$ cat config.mk
export PLATFORM = sky130hd
export DESIGN_NAME = pkt_fifo_ctrl
export DESIGN_NICKNAME = d
export VERILOG_FILES = /design/src/rtl/pkt_fifo_ctrl.sv
export SDC_FILE = /design/constraint.sdc
export NUM_CORES = 1
export LEC_CHECK = 0
export BUFFER_PORTS_ARGS = -buffer_cell sky130_fd_sc_hd__buf_2
export CAP_MARGIN = 15
export CORE_MARGIN = 2
export CORE_UTILIZATION = 55
export CTS_CLUSTER_DIAMETER = 40
export DETAILED_ROUTE_END_ITERATION = 10
export PLACE_DENSITY = 0.84
export SLEW_MARGIN = 10
export SYNTH_ARGS = -nofsm -noshare
export SYNTH_HDL_FRONTEND = slang
export SYNTH_SLANG_ARGS = --single-unit
$ cat constraint.sdc
create_clock -name clk -period 8 [get_ports clk]
set_input_delay 0.4 -clock clk [delete_from_list [all_inputs] [get_ports clk]]
set_output_delay 0.4 -clock clk [all_outputs]
set_load 0.02 [all_outputs]
$ cat src/rtl/pkt_fifo_ctrl.sv
// Packet-aware FIFO controller for an external dual-port RAM; a packet is readable only once its last word is committed.
// Latency: write lands in RAM on the handshake cycle; first read word is valid 2 edges after the committing edge.
// Backpressure: s_ready drops when the RAM holds DEPTH unissued words; a 2-entry output buffer absorbs m_ready stalls.
module pkt_fifo_ctrl #(
    parameter int DATA_WIDTH = 32,
    parameter int ADDR_WIDTH = 8
) (
    input  logic                  clk,
    input  logic                  rst_n,
    input  logic [DATA_WIDTH-1:0] s_data,
    input  logic                  s_last,
    input  logic                  s_valid,
    output logic                  s_ready,
    input  logic                  s_abort,
    output logic [DATA_WIDTH-1:0] m_data,
    output logic                  m_last,
    output logic                  m_valid,
    input  logic                  m_ready,
    output logic                  ram_we_a,
    output logic [ADDR_WIDTH-1:0] ram_addr_a,
    output logic [DATA_WIDTH:0]   ram_din_a,
    output logic                  ram_we_b,
    output logic [ADDR_WIDTH-1:0] ram_addr_b,
    output logic [DATA_WIDTH:0]   ram_din_b,
    input  logic [DATA_WIDTH:0]   ram_dout_b,
    output logic [ADDR_WIDTH:0]   pkt_count,
    output logic                  ovf_drop
);

    // Pointer distance equal to the RAM depth; pointers carry one wrap bit.
    localparam logic [ADDR_WIDTH:0] DEPTH_V = {1'b1, {ADDR_WIDTH{1'b0}}};
    localparam logic [ADDR_WIDTH:0] PTR_ONE = {{ADDR_WIDTH{1'b0}}, 1'b1};

    typedef enum logic {
        W_PASS,
        W_DISCARD
    } wstate_t;

    wstate_t               wstate;
    logic [ADDR_WIDTH:0]   wr_ptr;
    logic [ADDR_WIDTH:0]   wr_cmt;
    logic [ADDR_WIDTH:0]   rd_ptr;
    logic                  run;
    logic                  full;
    logic                  oversize;
    logic                  wr_hs;
    logic                  commit;
    logic                  inflight;
    logic                  skid_vld;
    logic [DATA_WIDTH:0]   skid_q;
    logic                  pop;
    logic                  rd_done;
    logic                  issue;
    logic [2:0]            out_cnt;
    logic [2:0]            issue_lim;

    // Write-side handshake and RAM port A drive; RAM port B is read-only.
    always_comb begin
        full       = (wr_ptr - rd_ptr) == DEPTH_V;
        s_ready    = run && !s_abort && ((wstate == W_DISCARD) || !full);
        wr_hs      = s_valid && s_ready;
        ram_we_a   = wr_hs && (wstate == W_PASS);
        commit     = ram_we_a && s_last;
        // A full uncommitted packet with more words coming can never fit.
        oversize   = (wstate == W_PASS) && !s_abort && s_valid && !s_last &&
                     ((wr_ptr - wr_cmt) == DEPTH_V);
        ram_addr_a = wr_ptr[ADDR_WIDTH-1:0];
        ram_din_a  = {s_last, s_data};
        ram_we_b   = 1'b0;
        ram_din_b  = '0;
        ram_addr_b = rd_ptr[ADDR_WIDTH-1:0];
    end

    // Read issue: output buffer occupancy plus the word in flight must leave a slot.
    // A word leaving this cycle frees its slot in time, which keeps 1 word/cycle.
    always_comb begin
        pop       = m_valid && m_ready;
        rd_done   = pop && m_last;
        out_cnt   = {2'b00, m_valid} + {2'b00, skid_vld} + {2'b00, inflight};
        issue_lim = 3'd2 + {2'b00, pop};
        issue     = (rd_ptr != wr_cmt) && (out_cnt < issue_lim);
    end

    // s_ready stays low until the first edge after reset release.
    always_ff @(posedge clk or negedge rst_n) begin
        if (!rst_n) begin
            run <= 1'b0;
        end else begin
            run <= 1'b1;
        end
    end

    // Write FSM: tentative/committed pointers, abort rewind, oversize drop.
    always_ff @(posedge clk or negedge rst_n) begin
        if (!rst_n) begin
            wstate   <= W_PASS;
            wr_ptr   <= '0;
            wr_cmt   <= '0;
            ovf_drop <= 1'b0;
        end else begin
            ovf_drop <= 1'b0;
            case (wstate)
                W_PASS: begin
                    if (s_abort) begin
                        wr_ptr <= wr_cmt;
                    end else if (oversize) begin
                        wr_ptr   <= wr_cmt;
                        ovf_drop <= 1'b1;
                        wstate   <= W_DISCARD;
                    end else if (wr_hs) begin
                        wr_ptr <= wr_ptr + PTR_ONE;
                        if (s_last) begin
                            wr_cmt <= wr_ptr + PTR_ONE;
                        end
                    end
                end
                W_DISCARD: begin
                    if (s_abort || (wr_hs && s_last)) begin
                        wstate <= W_PASS;
                    end
                end
                default: wstate <= W_PASS;
            endcase
        end
    end

    // Read pointer and the one-cycle RAM latency marker.
    always_ff @(posedge clk or negedge rst_n) begin
        if (!rst_n) begin
            rd_ptr   <= '0;
            inflight <= 1'b0;
        end else begin
            inflight <= issue;
            if (issue) begin
                rd_ptr <= rd_ptr + PTR_ONE;
            end
        end
    end

    // Committed-but-unread packet count; commit and read-out together cancel.
    always_ff @(posedge clk or negedge rst_n) begin
        if (!rst_n) begin
            pkt_count <= '0;
        end else begin
            case ({commit, rd_done})
                2'b10:   pkt_count <= pkt_count + PTR_ONE;
                2'b01:   pkt_count <= pkt_count - PTR_ONE;
                default: pkt_count <= pkt_count;
            endcase
        end
    end

    // Output buffer: head register drives m_*, skid register catches a word during a stall.
    always_ff @(posedge clk or negedge rst_n) begin
        if (!rst_n) begin
            m_valid  <= 1'b0;
            m_data   <= '0;
            m_last   <= 1'b0;
            skid_vld <= 1'b0;
            skid_q   <= '0;
        end else begin
            case ({inflight, pop})
                2'b10: begin
                    if (!m_valid) begin
                        {m_last, m_data} <= ram_dout_b;
                        m_valid          <= 1'b1;
                    end else begin
                        skid_q   <= ram_dout_b;
                        skid_vld <= 1'b1;
                    end
                end
                2'b01: begin
                    if (skid_vld) begin
                        {m_last, m_data} <= skid_q;
                        skid_vld         <= 1'b0;
                    end else begin
                        m_valid <= 1'b0;
                    end
                end
                2'b11: begin
                    if (skid_vld) begin
                        {m_last, m_data} <= skid_q;
                        skid_q           <= ram_dout_b;
                    end else begin
                        {m_last, m_data} <= ram_dout_b;
                    end
                end
                default: begin
                end
            endcase
        end
    end

endmodule

==> metrics.md, run 1 <==
| Metric | Value |
|---|---|
| Run status | `finished clean` |
| Worst Setup EP | `pkt_count[8]` |
| Vias | `4,744` |
| YS warnings | `0` |
| Clk sinks | `108` |
| Cell accounting for the most synthesized area | `dfrtp_1` |
| Max VDD drop | `243 µV` |
| Pwr/cell area | `451 nW/µm²` |
| FFs w/ async S/R, synth | `100%` |
| Row Count | `40` |
| Critical Path Source | `wr_ptr[0]` |
| Commonest cells post-synth | `dfrtp_1, buf_4, nor2_1, a21oi_1, mux2i_1` |
| P&R area growth vs syn | `6.15%` |
| Type of origin of the critical path | `register` |
| Post-synth top area share | `40.8%` |
| FF-to-FF End | `pkt_count[8]` |
| Gr usage total | `20.9%` |
| Setup ws final | `roughly 2.6 ns` |
| Post-synth top flop | `dfrtp_1` |
| Die Span X | `114 µm` |
| DR iter-0 viols | `roughly 260` |
| Die area | `13,000 µm²` |
| Final period utilization | `67.0%` |
| Synth cell types | `68` |
| Reg-to-reg startpoint | `wr_ptr[0]` |
| RD Place Congestion | `0.920` |
| Final Max Slew Viols | `0` |
| Initial antenna violation count | `0` |
| DP Worst Slack | `about 2.6 ns` |
| Final setup fails | `0` |
| Via/cell ratio | `5.59` |
| Largest net degree at the start of global routing | `67` |
| Antenna diodes | `0` |
| Drt pass-1 iters | `5` |
| Max_slew headroom | `26.8%` |
| Clock slew at reported path FFs | `~0.07 ns` |
| CP required | `8.27 ns` |
| Endpoints failing hold | `0` |
| Postcts setup bufs | `0` |
| First-pass GRT wire length | `about 22 mm` |
| Critical path capture point type | `register` |
| Worst skew pair latency | `0.34 ns` |
| CTS Buf Count | `9` |
| Post-route ant nets | `0` |
| I/O pin cnt | `200` |
| # DRC | `0` |
| RSZ-0062 raised after global routing | `false` |
| Fmax | `0.187 GHz` |
| Seq cells post-synth | `108` |
| Vias in the first global route | `4,531` |
| Hold-fix buffers, CTS | `0` |
| Worst hold path class | `input pin to async pin` |
| Max FO, Critical Path | `10` |
| Avg Inst Size Synth | `10.1 µm²` |
| Sequential area share after synthesis | `approximately 41%` |
| CTS Root Buffer Type | `clkbuf_16` |
| Final net count | `798` |
| Worst Tran Pin Value | `roughly 1.1 ns` |
| Total congestion overflow | `0` |
| Leak | `around 3.3 nW` |
| EDFF count, synth | `0` |
| Post-Syn Instances | `657` |
| CTS resizes | `0` |
| Final setup skew | `slightly below 0.009 ns` |
| Leading post-synthesis cells by cell area | `dfrtp_1, buf_4, mux2i_1, mux2_2, ha_1` |
| Max-cap viol count | `0` |
| Critical path arrival | `between 5 and 6 ns` |
| Core Region | `11,900 µm²` |
| Crit path kind | `register to register` |
| CTS Buffer Depth | `2` |
| Reg2reg setup slack | `2.64 ns` |
| CTS tree | `done` |
| H-tree depth reported by CTS | `3` |
| Initial Util | `between 50% and 60%` |
| Port Buf Inserts | `101` |
| Fin crit period | `approximately 5.4 ns` |
| Dpl hpwl | `between 10 and 15 mm` |
| Leading cell type by number of instances after synthesis | `dfrtp_1` |
| Average routed wire per standard cell | `16.1 µm` |
| Die Y | `114 µm` |
| WL final | `13.7 mm` |
| Cell Area, Synth | `6630 µm²` |
| Share of cells above drive strength 1 | `24.1%` |
| R2R depth | `17` |
| Setup tns final | `0 ns` |
## per-stage QoR
step                cell area (µm²)  cells  util [%]  power [mW]  hold slack [ns]
floorplan                      6760    690         -        2.38            0.104
detailed placement             6770    834      56.9        2.77            0.493
global placement               6770    834      56.9        2.69            0.486
finish                         7040    849      59.1        3.17           0.0947
CTS                            7040    849      59.1        3.19            0.121
global route                   7040    849      59.1        3.42            0.163
## worst max-delay path, cell delays in order, from the launching register on
cell and delay [ns]:
dfrtp_1 0.45, inv_1 0.13, ha_1 0.23, nand3b_2 0.23, a21boi_2 0.21, mux2_1 0.34, a2111oi_1 0.43, a311o_1 0.46
or3_1 0.56, ha_1 0.51, ha_1 0.35, a21o_1 0.18, a21oi_1 0.21, nor2b_1 0.07, o21a_1 0.18, o41ai_1 0.34
mux2i_1 0.27, xnor2_1 0.14
## flip-flops by register name, indices dropped and copies added, names as in the netlist, 9 cells and up
signal     flops
rd_ptr         9
skid_q        33
wr_ptr         9
m_data        32
wr_cmt         9
pkt_count      9
## routing by layer
metal	vias up	GRT usage, %	wire [µm]
li1	2245	-	-
met1	2312	27.2	6010
met2	166	34.4	6650
met3	21	5.84	839
met4	0	6.02	198
met5	-	0	0
## layout by cell type, fill, tap and decap left out, types with 3 or more instances in the layout
master       n
buf_2      100
a311oi_1     6
a21oi_1     48
nand2_1     18
xnor2_1     24
nand4_1      3
nor3_1       7
buf_4        5
a22o_1       6
nor3b_1      5
conb_1      35
and3_1       8
nor2b_1     10
o21a_1       3
nand3_1      7
nor4b_1      4
a211oi_1     8
nor2_1      57
nor4_1       5
a21o_1       3
mux2i_1     41
inv_1       34
or3_1        3
ha_1        27
nand2b_1     6
xor2_1      11
o21bai_1     3
clkbuf_16    9
dfrtp_1    108
mux2_4       3
mux2_2      35
o21ai_0     14
## how the worst min path moves through the flow
stage	end	slack (ns)	from
final	skid_q[30]	0.09	rst_n
after CTS	skid_q[30]	0.12	rst_n
after global routing	skid_q[30]	0.16	rst_n
after global placement	pkt_count[2]	0.49	rst_n
after floorplan	inflight	0.10	rst_n
after detailed placement	skid_q[3]	0.49	skid_q[3]
## cells by family after synthesis
logic type,count (synthesis),synth area share (%)
AOI/OAI and AO/OA,119,11.8
xor gates and xnor gates,36,4.87
adders and majority gates,29,5.70
buffers and inverters,142,13.0
DFF,108,40.8
muxes,80,13.0
other,2,0.113
and+or+nand+nor,141,10.7
## final cells by class
| type | count | area, µm² |
|---|---|---|
| fill | 984 | 4870 |
| sequential | 108 | 2700 |
| multi-input combinational | 440 | 3220 |
| clock inverter | 5 | 36.3 |
| timing repair buffer | 105 | 538 |
| tap | 147 | 184 |
| clock buffer | 10 | 229 |
| inverter | 34 | 128 |
## where the power goes
group	leakage, nW	total (mW)	internal [mW]	switching [mW]
registers	1.24	1.05	0.810	0.235
logic	1.96	1.72	0.741	0.980
clock network	0.133	0.406	0.211	0.195
No activity file was read; power rests on OpenSTA's default activity.
==> run 2, diff against run 1 <==
--- a/config.mk
+++ b/config.mk
@@ -5,13 +5,14 @@
 export SDC_FILE = /design/constraint.sdc
 export NUM_CORES = 1
 export LEC_CHECK = 0
+export ABC_AREA = 1
 export BUFFER_PORTS_ARGS = -buffer_cell sky130_fd_sc_hd__buf_2
 export CAP_MARGIN = 15
 export CORE_MARGIN = 2
-export CORE_UTILIZATION = 55
+export CORE_UTILIZATION = 53
 export CTS_CLUSTER_DIAMETER = 40
 export DETAILED_ROUTE_END_ITERATION = 10
-export PLACE_DENSITY = 0.84
+export PLACE_DENSITY = 0.8
 export SLEW_MARGIN = 10
 export SYNTH_ARGS = -nofsm -noshare
 export SYNTH_HDL_FRONTEND = slang
==> constraint.sdc (replaced) <==
create_clock -name clk -period 5.4 [get_ports clk]
set_input_delay 0.27 -clock clk [delete_from_list [all_inputs] [get_ports clk]]
set_output_delay 0.27 -clock clk [all_outputs]
set_load 0.02 [all_outputs]
==> run 2 against run 1 <==
  * Sequential cell count unchanged
  * Synthesized cell count up 32%
  * Clock skew down 0.0042 ns
  * Worst hold slack better by 0.088 ns
  * Clock power up 56%
  * Sequential share of layout area down 1.5 points
  * Critical path type unchanged
  * Non-clock buffer count up 1
  * Sequential power up 42%
==> metrics.md, run 2 <==
| Metric | Value |
|---|---|
| P&R area growth vs syn | `6.78% (was 6.15%)` |
| Commonest cells post-synth | `nand2_1, dfrtp_1, inv_1, buf_4, nand3_1 (was dfrtp_1, buf_4, nor2_1, a21oi_1, mux2i_1)` |
| Min Hold Slack | `0.183 ns (was 0.0947 ns)` |
| R2R depth | `23 (was 17)` |
| Final Max Slew Viols | `0 (unchanged)` |
| Setup tns final | `0 ns (unchanged)` |
| Max VDD drop | `330 µV (was 243 µV)` |
| Post-Layout Cell Count | `1,085 (was 849)` |
| Row Count | `41 (was 40)` |
| Pwr/cell area | `616 nW/µm² (was 451 nW/µm²)` |
| Core Region | `12,600 µm² (was 11,900 µm²)` |
| Critical path capture point type | `register (unchanged)` |
| Max_slew headroom | `48.5% (was 26.8%)` |
| # DRC | `0 (unchanged)` |
| Commonest cells after routing, fill and taps aside | `nand2_1, dfrtp_1, inv_1 (was dfrtp_1, buf_2, nor2_1)` |
| CTS Buffer Depth | `2 (unchanged)` |
| EDFF count, synth | `0 (unchanged)` |
| Final period utilization | `73.1% (was 67.0%)` |
| Total congestion overflow | `0 (unchanged)` |
| Drt pass-1 iters | `5 (unchanged)` |
| Post-Place Cells | `1,067 (was 834)` |
| Gr usage total | `21.2% (was 20.9%)` |
| Synth Area in XOR/XNOR | `3.32% (was 4.87%)` |
| Synth Area in Adders | `5.50% (was 5.70%)` |
| Largest family of logic cells by synthesized area | `simple AND/OR/NAND/NOR gates (was buffers and inverters)` |
| FF-to-FF End | `pkt_count[8] (unchanged)` |
| CTS Root Buffer Type | `clkbuf_16 (unchanged)` |
| Die area | `13,900 µm² (was 13,000 µm²)` |
| Initial Util | `54.4% (was 55.7%)` |
| Cell accounting for the most synthesized area | `dfrtp_1 (unchanged)` |
| Cell Area, Synth | `6870 µm² (was 6630 µm²)` |
| Die Span X | `118 µm (was 114 µm)` |
| Final net count | `1,008 (was 798)` |
| WL final | `14.3 mm (was 13.7 mm)` |
| Via/cell ratio | `5.06 (was 5.59)` |
| Simple-Gate Fraction of Synth Area | `21.3% (was 10.7%)` |
| FFs w/ async S/R, synth | `100% (unchanged)` |
| Critical path arrival | `4.18 ns (was 5.62 ns)` |
| Max-cap viol count | `0 (unchanged)` |
| Worst Tran Pin Value | `0.773 ns (was 1.09 ns)` |
| YS warnings | `0 (unchanged)` |
| Reg2reg setup slack | `1.45 ns (was 2.64 ns)` |
| Vias | `5,494 (was 4,744)` |
| CP required | `5.64 ns (was 8.27 ns)` |
| Max FO, Critical Path | `11 (was 10)` |
| Port Buf Inserts | `101 (unchanged)` |
| First-pass GRT wire length | `24.2 mm (was 21.8 mm)` |
| Clock slew at reported path FFs | `0.07 ns (about the same)` |
| Endpoints failing hold | `0 (unchanged)` |
| Crit path kind | `register to register (unchanged)` |
| Final setup fails | `0 (unchanged)` |
| Average routed wire per standard cell | `13.2 µm (was 16.1 µm)` |
| Worst skew pair latency | `0.35 ns (was 0.34 ns)` |
| WHS Path Cells | `3` |
| DR iter-0 viols | `342 (was 262)` |
| Post-synth top flop | `dfrtp_1 (unchanged)` |
| RSZ-0062 raised after global routing | `false (unchanged)` |
| Initial antenna violation count | `1 (was 0)` |
| CTS Buf Count | `9 (unchanged)` |
| Fin crit period | `3.95 ns (was 5.36 ns)` |
| Most common cell after layout, fill and taps aside | `nand2_1 (was dfrtp_1)` |
| Post-route ant nets | `0 (unchanged)` |
| RD Place Congestion | `0.901 (was 0.920)` |
| H-tree depth reported by CTS | `3 (unchanged)` |
| Type of origin of the critical path | `register (unchanged)` |
| Final setup skew | `0.00449 ns (was 0.00873 ns)` |
| Vias in the first global route | `5,104 (was 4,531)` |
| Most flops, register | `skid_q (unchanged)` |
| Reg-to-reg startpoint | `rd_ptr[2] (was wr_ptr[0])` |
| Mux contribution to synthesized area | `0% (was 13.0%)` |
| Leak | `3.86 nW (was 3.33 nW)` |
| Synth cell types | `36 (was 68)` |
| Fillers | `1,209 (was 984)` |
| Worst hold path class | `input pin to register (was input pin to async pin)` |
| Fmax | `0.253 GHz (was 0.187 GHz)` |
| CTS tree | `done (unchanged)` |
| Postcts setup bufs | `0 (unchanged)` |
| Leading cell type by number of instances after synthesis | `nand2_1 (was dfrtp_1)` |
| Avg Inst Size Synth | `7.91 µm² (was 10.1 µm²)` |
| Hold Startpoint | `ram_dout_b[5]` |
| Dpl hpwl | `10.4 mm (was 10.0 mm)` |
| Run status | `finished clean (unchanged)` |
| I/O pin cnt | `200 (unchanged)` |
| Antenna diodes | `0 (unchanged)` |
| Seq cells post-synth | `108 (unchanged)` |
| Hold EP | `skid_q[5]` |
| Clk sinks | `108 (unchanged)` |
| Biggest regs | `skid_q (33), m_data (32) (unchanged)` |
| Leading post-synthesis cells by cell area | `dfrtp_1, nand2_1, buf_4, inv_1, ha_1 (was dfrtp_1, buf_4, mux2i_1, mux2_2, ha_1)` |
| Sequential area share after synthesis | `39.4% (was 40.8%)` |
| Max reg flops | `33 (unchanged)` |
| Post-synthesis compound-gate area fraction | `13.7% (was 11.8%)` |
| Largest net degree at the start of global routing | `67 (unchanged)` |
| Die Y | `118 µm (was 114 µm)` |
| Share of cells above drive strength 1 | `14.9% (was 24.1%)` |
| Post-Syn Instances | `868 (was 657)` |
| Post-synth top area share | `39.4% (was 40.8%)` |
## run 2: worst max-delay path: stages, from the launching register on
cell and delay, ns:
dfrtp_1 0.46, inv_1 0.11, ha_1 0.44, nand2_1 0.09, nor2_1 0.10, nand2_1 0.08
nand3_1 0.07, nand2_1 0.05, nand3_1 0.06, nor2_1 0.06, nand3_2 0.11, nand3_1 0.12
nor2_4 0.23, nand2_1 0.09, ha_1 0.35, fa_1 0.47, a21oi_1 0.17, o21ai_0 0.14
nand4_1 0.10, o211ai_1 0.12, a21oi_1 0.18, o21ai_0 0.11, nand2_1 0.07, nand2_1 0.04
## run 2: worst max path at each step
stage / startpoint / to / slack [ns] / cells past startpoint
floorplan: rd_ptr[2] / pkt_count[8] / 1.96 / 22
global placement: rd_ptr[2] / pkt_count[8] / 1.64 / 23
CTS: rd_ptr[2] / pkt_count[8] / 1.45 / 23
finish: rd_ptr[2] / pkt_count[8] / 1.45 / 23
global route: rd_ptr[2] / pkt_count[8] / 1.05 / 23
detailed placement: rd_ptr[2] / pkt_count[8] / 1.48 / 23
## run 2: cells by family after synthesis
group,after synthesis
simple gates,341
buf+inv,216
compound gates,146
flops,108
fa+ha+maj,29
xor+xnor,26
other cells,2
## run 2: per-layer routing
metal / part of all wire (%) / vias to the layer above / GRT usage (%)
li1: - / 2777 / -
met1: 46 / 2535 / 29.5
met2: 46 / 155 / 32.2
met3: 6.0 / 25 / 5.04
met4: 2.1 / 2 / 8.13
met5: 0.11 / - / 0
## run 2: timing repair
item / in CTS / in global routing
gates resized for setup: 0 / 0
hold buffers: 1 / 0
hold endpoints to repair: 47 / 0
## run 2: stage by stage
| step | area [µm²] | power (mW) | setup slack, ns | util (%) |
|---|---|---|---|---|
| finish | 7330 | 4.51 | 1.45 | 58.1 |
| floorplan | 6990 | 3.35 | 1.96 | - |
| global route | 7330 | 4.93 | 1.05 | 58.1 |
| global placement | 7020 | 3.81 | 1.64 | 55.6 |
| CTS | 7310 | 4.52 | 1.45 | 57.9 |
| detailed placement | 7020 | 3.87 | 1.48 | 55.6 |
## run 2: final cells by class
cell class                      instances  area, µm²  share of cell area (%)
Clock buffer                           11        243                    3.31
Timing Repair Buffer                  106        561                    7.65
Tap cell                              172        215                    2.94
Multi-Input combinational cell        577       3170                    43.2
Clock inverter                          5       42.5                   0.580
Sequential cell                       108       2700                    36.9
Inverter                              106        398                    5.43
## run 2: power by group
| group | switching (mW) | internal (mW) |
|---|---|---|
| registers | 0.312 | 1.18 |
| logic | 1.51 | 0.878 |
| clock network | 0.302 | 0.332 |
==> run 3, diff against run 2 <==
==> constraint.sdc (replaced) <==
create_clock -name clk -period 3.65 [get_ports clk]
set_input_delay 0.1825 -clock clk [delete_from_list [all_inputs] [get_ports clk]]
set_output_delay 0.1825 -clock clk [all_outputs]
set_load 0.02 [all_outputs]
==> run 3 against run 2 <==
  * The flow now finishes with violations (hold timing)
  * Cell count rose by 1.8%
  * Count of clock-buffer cells in the layout decreased by 1
  * Clock skew is 0.0056 ns higher
  * Sequential power is 43% higher
  * Sequential cell count unchanged
  * Largest cell class unchanged
==> metrics.md, run 3 (synthesis gave the netlist of run 2 again) <==
| Metric | Value |
|---|---|
| Run status | `complete, but fails checks (was finished clean)` |
| Failing checks | `hold timing` |
| Initial antenna violation count | `0 (was 1)` |
| Dpl hpwl | `10.6 mm (was 10.4 mm)` |
| Sequential power share | `30.7% (was 33.1%)` |
| Port Buf Inserts | `101 (unchanged)` |
| Via/cell ratio | `5.13 (was 5.06)` |
| Post-route ant nets | `0 (unchanged)` |
| Crit path kind | `register to register (unchanged)` |
| Drt pass-1 iters | `5 (unchanged)` |
| Average routed wire per standard cell | `13.6 µm (was 13.2 µm)` |
| Clock share of power | `14.3% (was 14.0%)` |
| Setup tns final | `0 ns (unchanged)` |
| Final period utilization | `95.9% (was 73.1%)` |
| Die Y | `118 µm (unchanged)` |
| Final Max Slew Viols | `0 (unchanged)` |
| Largest net degree at the start of global routing | `76 (was 67)` |
| Commonest cells after routing, fill and taps aside | `nand2_1, dfrtp_1, inv_1 (unchanged)` |
| Most common cell after layout, fill and taps aside | `nand2_1 (unchanged)` |
| Die area | `13,900 µm² (unchanged)` |
| Worst Tran Pin Value | `0.973 ns (was 0.773 ns)` |
| P&R area growth vs syn | `9.62% (was 6.78%)` |
| Final setup fails | `0 (unchanged)` |
| Fillers | `1,143 (was 1,209)` |
| Pint | `3.68 mW (was 2.39 mW)` |
| Max VDD drop | `449 µV (was 330 µV)` |
| I/O pin cnt | `200 (unchanged)` |
| Seq. cell area | `2700 µm² (unchanged)` |
| First-pass GRT wire length | `24.6 mm (was 24.2 mm)` |
| Leak | `3.97 nW (was 3.86 nW)` |
| H-tree depth reported by CTS | `3 (unchanged)` |
| Worst hold path class | `input pin to async pin (was input pin to register)` |
| Share of cells above drive strength 1 | `17.8% (was 14.9%)` |
| Endpoints failing hold | `31 (was 0)` |
| Final net count | `1,028 (was 1,008)` |
| Total congestion overflow | `0 (unchanged)` |
| Antenna diodes | `0 (unchanged)` |
| DR iter-0 viols | `333 (was 342)` |
| CTS Root Buffer Type | `clkbuf_16 (unchanged)` |
| Max reg flops | `33 (unchanged)` |
| CTS tree | `done (unchanged)` |
| # DRC | `0 (unchanged)` |
| Die Span X | `118 µm (unchanged)` |
| Clk sinks | `108 (unchanged)` |
| Switching Share | `46.9% (was 47.0%)` |
| Critical path capture point type | `register (unchanged)` |
| CP required | `3.89 ns (was 5.64 ns)` |
| Biggest regs | `skid_q (33), m_data (32) (unchanged)` |
| Vias in the first global route | `5,125 (was 5,104)` |
| Vias | `5,674 (was 5,494)` |
| Post-Layout Cell Count | `1,105 (was 1,085)` |
| Pwr/cell area | `921 nW/µm² (was 616 nW/µm²)` |
| Core Region | `12,600 µm² (unchanged)` |
| RD Place Congestion | `0.877 (was 0.901)` |
| Footprint of the multi-input gates | `3210 µm² (was 3170 µm²)` |
| Post-Place Cells | `1,085 (was 1,067)` |
| Final setup skew | `0.0101 ns (was 0.00449 ns)` |
| Fin crit period | `3.50 ns (was 3.95 ns)` |
| Clock slew at reported path FFs | `0.08 ns (was 0.07 ns)` |
| Initial Util | `54.4% (unchanged)` |
| CTS Buf Count | `9 (unchanged)` |
| Worst skew pair latency | `0.36 ns (was 0.35 ns)` |
| NetSw | `3.25 mW (was 2.12 mW)` |
| Max FO, Critical Path | `5 (was 11)` |
| Max-cap viol count | `0 (unchanged)` |
| CTS Buffer Depth | `2 (unchanged)` |
| Type of origin of the critical path | `register (unchanged)` |
| WL final | `15.0 mm (was 14.3 mm)` |
| Most flops, register | `skid_q (unchanged)` |
| Fmax | `0.286 GHz (was 0.253 GHz)` |
| Gr usage total | `21.6% (was 21.2%)` |
| Logic pwr share | `55.1% (was 52.9%)` |
| Critical path arrival | `3.74 ns (was 4.18 ns)` |
| Max_slew headroom | `35.1% (was 48.5%)` |
| Row Count | `41 (unchanged)` |
| Min Hold Slack | `-0.0160 ns (was 0.183 ns)` |
## run 3: changes by cell type in the layout (fill, tap and decap cells not counted), moves of 2 or more
cell and change:
ha_2 +3, ha_4 +2, buf_4 +21, ha_1 -5
inv_8 +2
## run 3: critical path, cell delays in order, from the launching register on
cell and delay [ns]:
dfrtp_1 0.36, inv_2 0.06, ha_1 0.20, inv_1 0.11
nand2_1 0.09, nand2_1 0.13, nand2_1 0.09, nand2_1 0.10
nand2_1 0.08, nand3b_1 0.09, nand2_1 0.06, nand3_2 0.12
nand3_1 0.12, nor2_4 0.11, nand2_1 0.10, ha_4 0.20
fa_1 0.39, a21oi_1 0.21, o21ai_2 0.10, nand4_1 0.08
o211ai_1 0.12, a21oi_1 0.22, o21ai_0 0.13, nand2_1 0.07
nand2_1 0.04
## run 3: final cells by class
class                   count  share of cell area (%)
clock buffers              10                    3.18
repair buffers            126                    9.41
flip-flops and latches    108                    35.9
multi-input cells         577                    42.6
clock inverters             6                   0.715
well taps                 172                    2.86
inverters                 106                    5.29
## run 3: power groups by stage
stage / Sequential, mW / Combinational [mW] / Clock (mW)
after floorplan: 2.40 / 2.55 / 0
after CTS: 2.12 / 3.72 / 1.00
final: 2.13 / 3.82 / 0.989
after detailed placement: 2.14 / 3.71 / 0
after global routing: 2.20 / 4.30 / 1.05
after global placement: 2.12 / 3.65 / 0
## run 3: repair_timing
item                                    in CTS  in global routing
endpoints found under the setup margin       0                  3
resized for setup                            0                 10
buffers inserted                             0                  3
hold buffers                                 0                  0
## run 3: worst paths after layout
check,startpoint,endpoint,slack [ns],cells past startpoint
setup / recovery,wr_ptr[0],pkt_count[8],0.15,24
hold / removal,rst_n,skid_q[19],-0.02,1
setup reg to reg,wr_ptr[0],pkt_count[8],0.15,24
hold reg to reg,m_data[27],m_data[27],0.49,1
max in group asynchronous,rst_n,skid_q[25],2.83,2
min in group clk,ram_dout_b[0],skid_q[0],0.09,3
## run 3: per-layer routing
metal / global-route usage, % / share of wire, % / up-vias
li1: - / - / 2816
met1: 30.4 / 46 / 2662
met2: 33.6 / 47 / 173
met3: 3.68 / 5.6 / 23
met4: 7.76 / 1.7 / 0
met5: 0 / 0 / -
## run 3: per-stage QoR
stage               area (µm²)  util [%]  power, mW  hold slack (ns)  setup slack (ns)
floorplan                 6990         -       4.95           -0.113             0.207
global placement          7150      56.7       5.77            0.365             0.175
detailed placement        7150      56.7       5.84            0.365             0.135
CTS                       7440      59.0       6.85           0.0239             0.107
global route              7530      59.6       7.54           0.0794            -0.100
finish                    7530      59.6       6.93          -0.0160             0.150
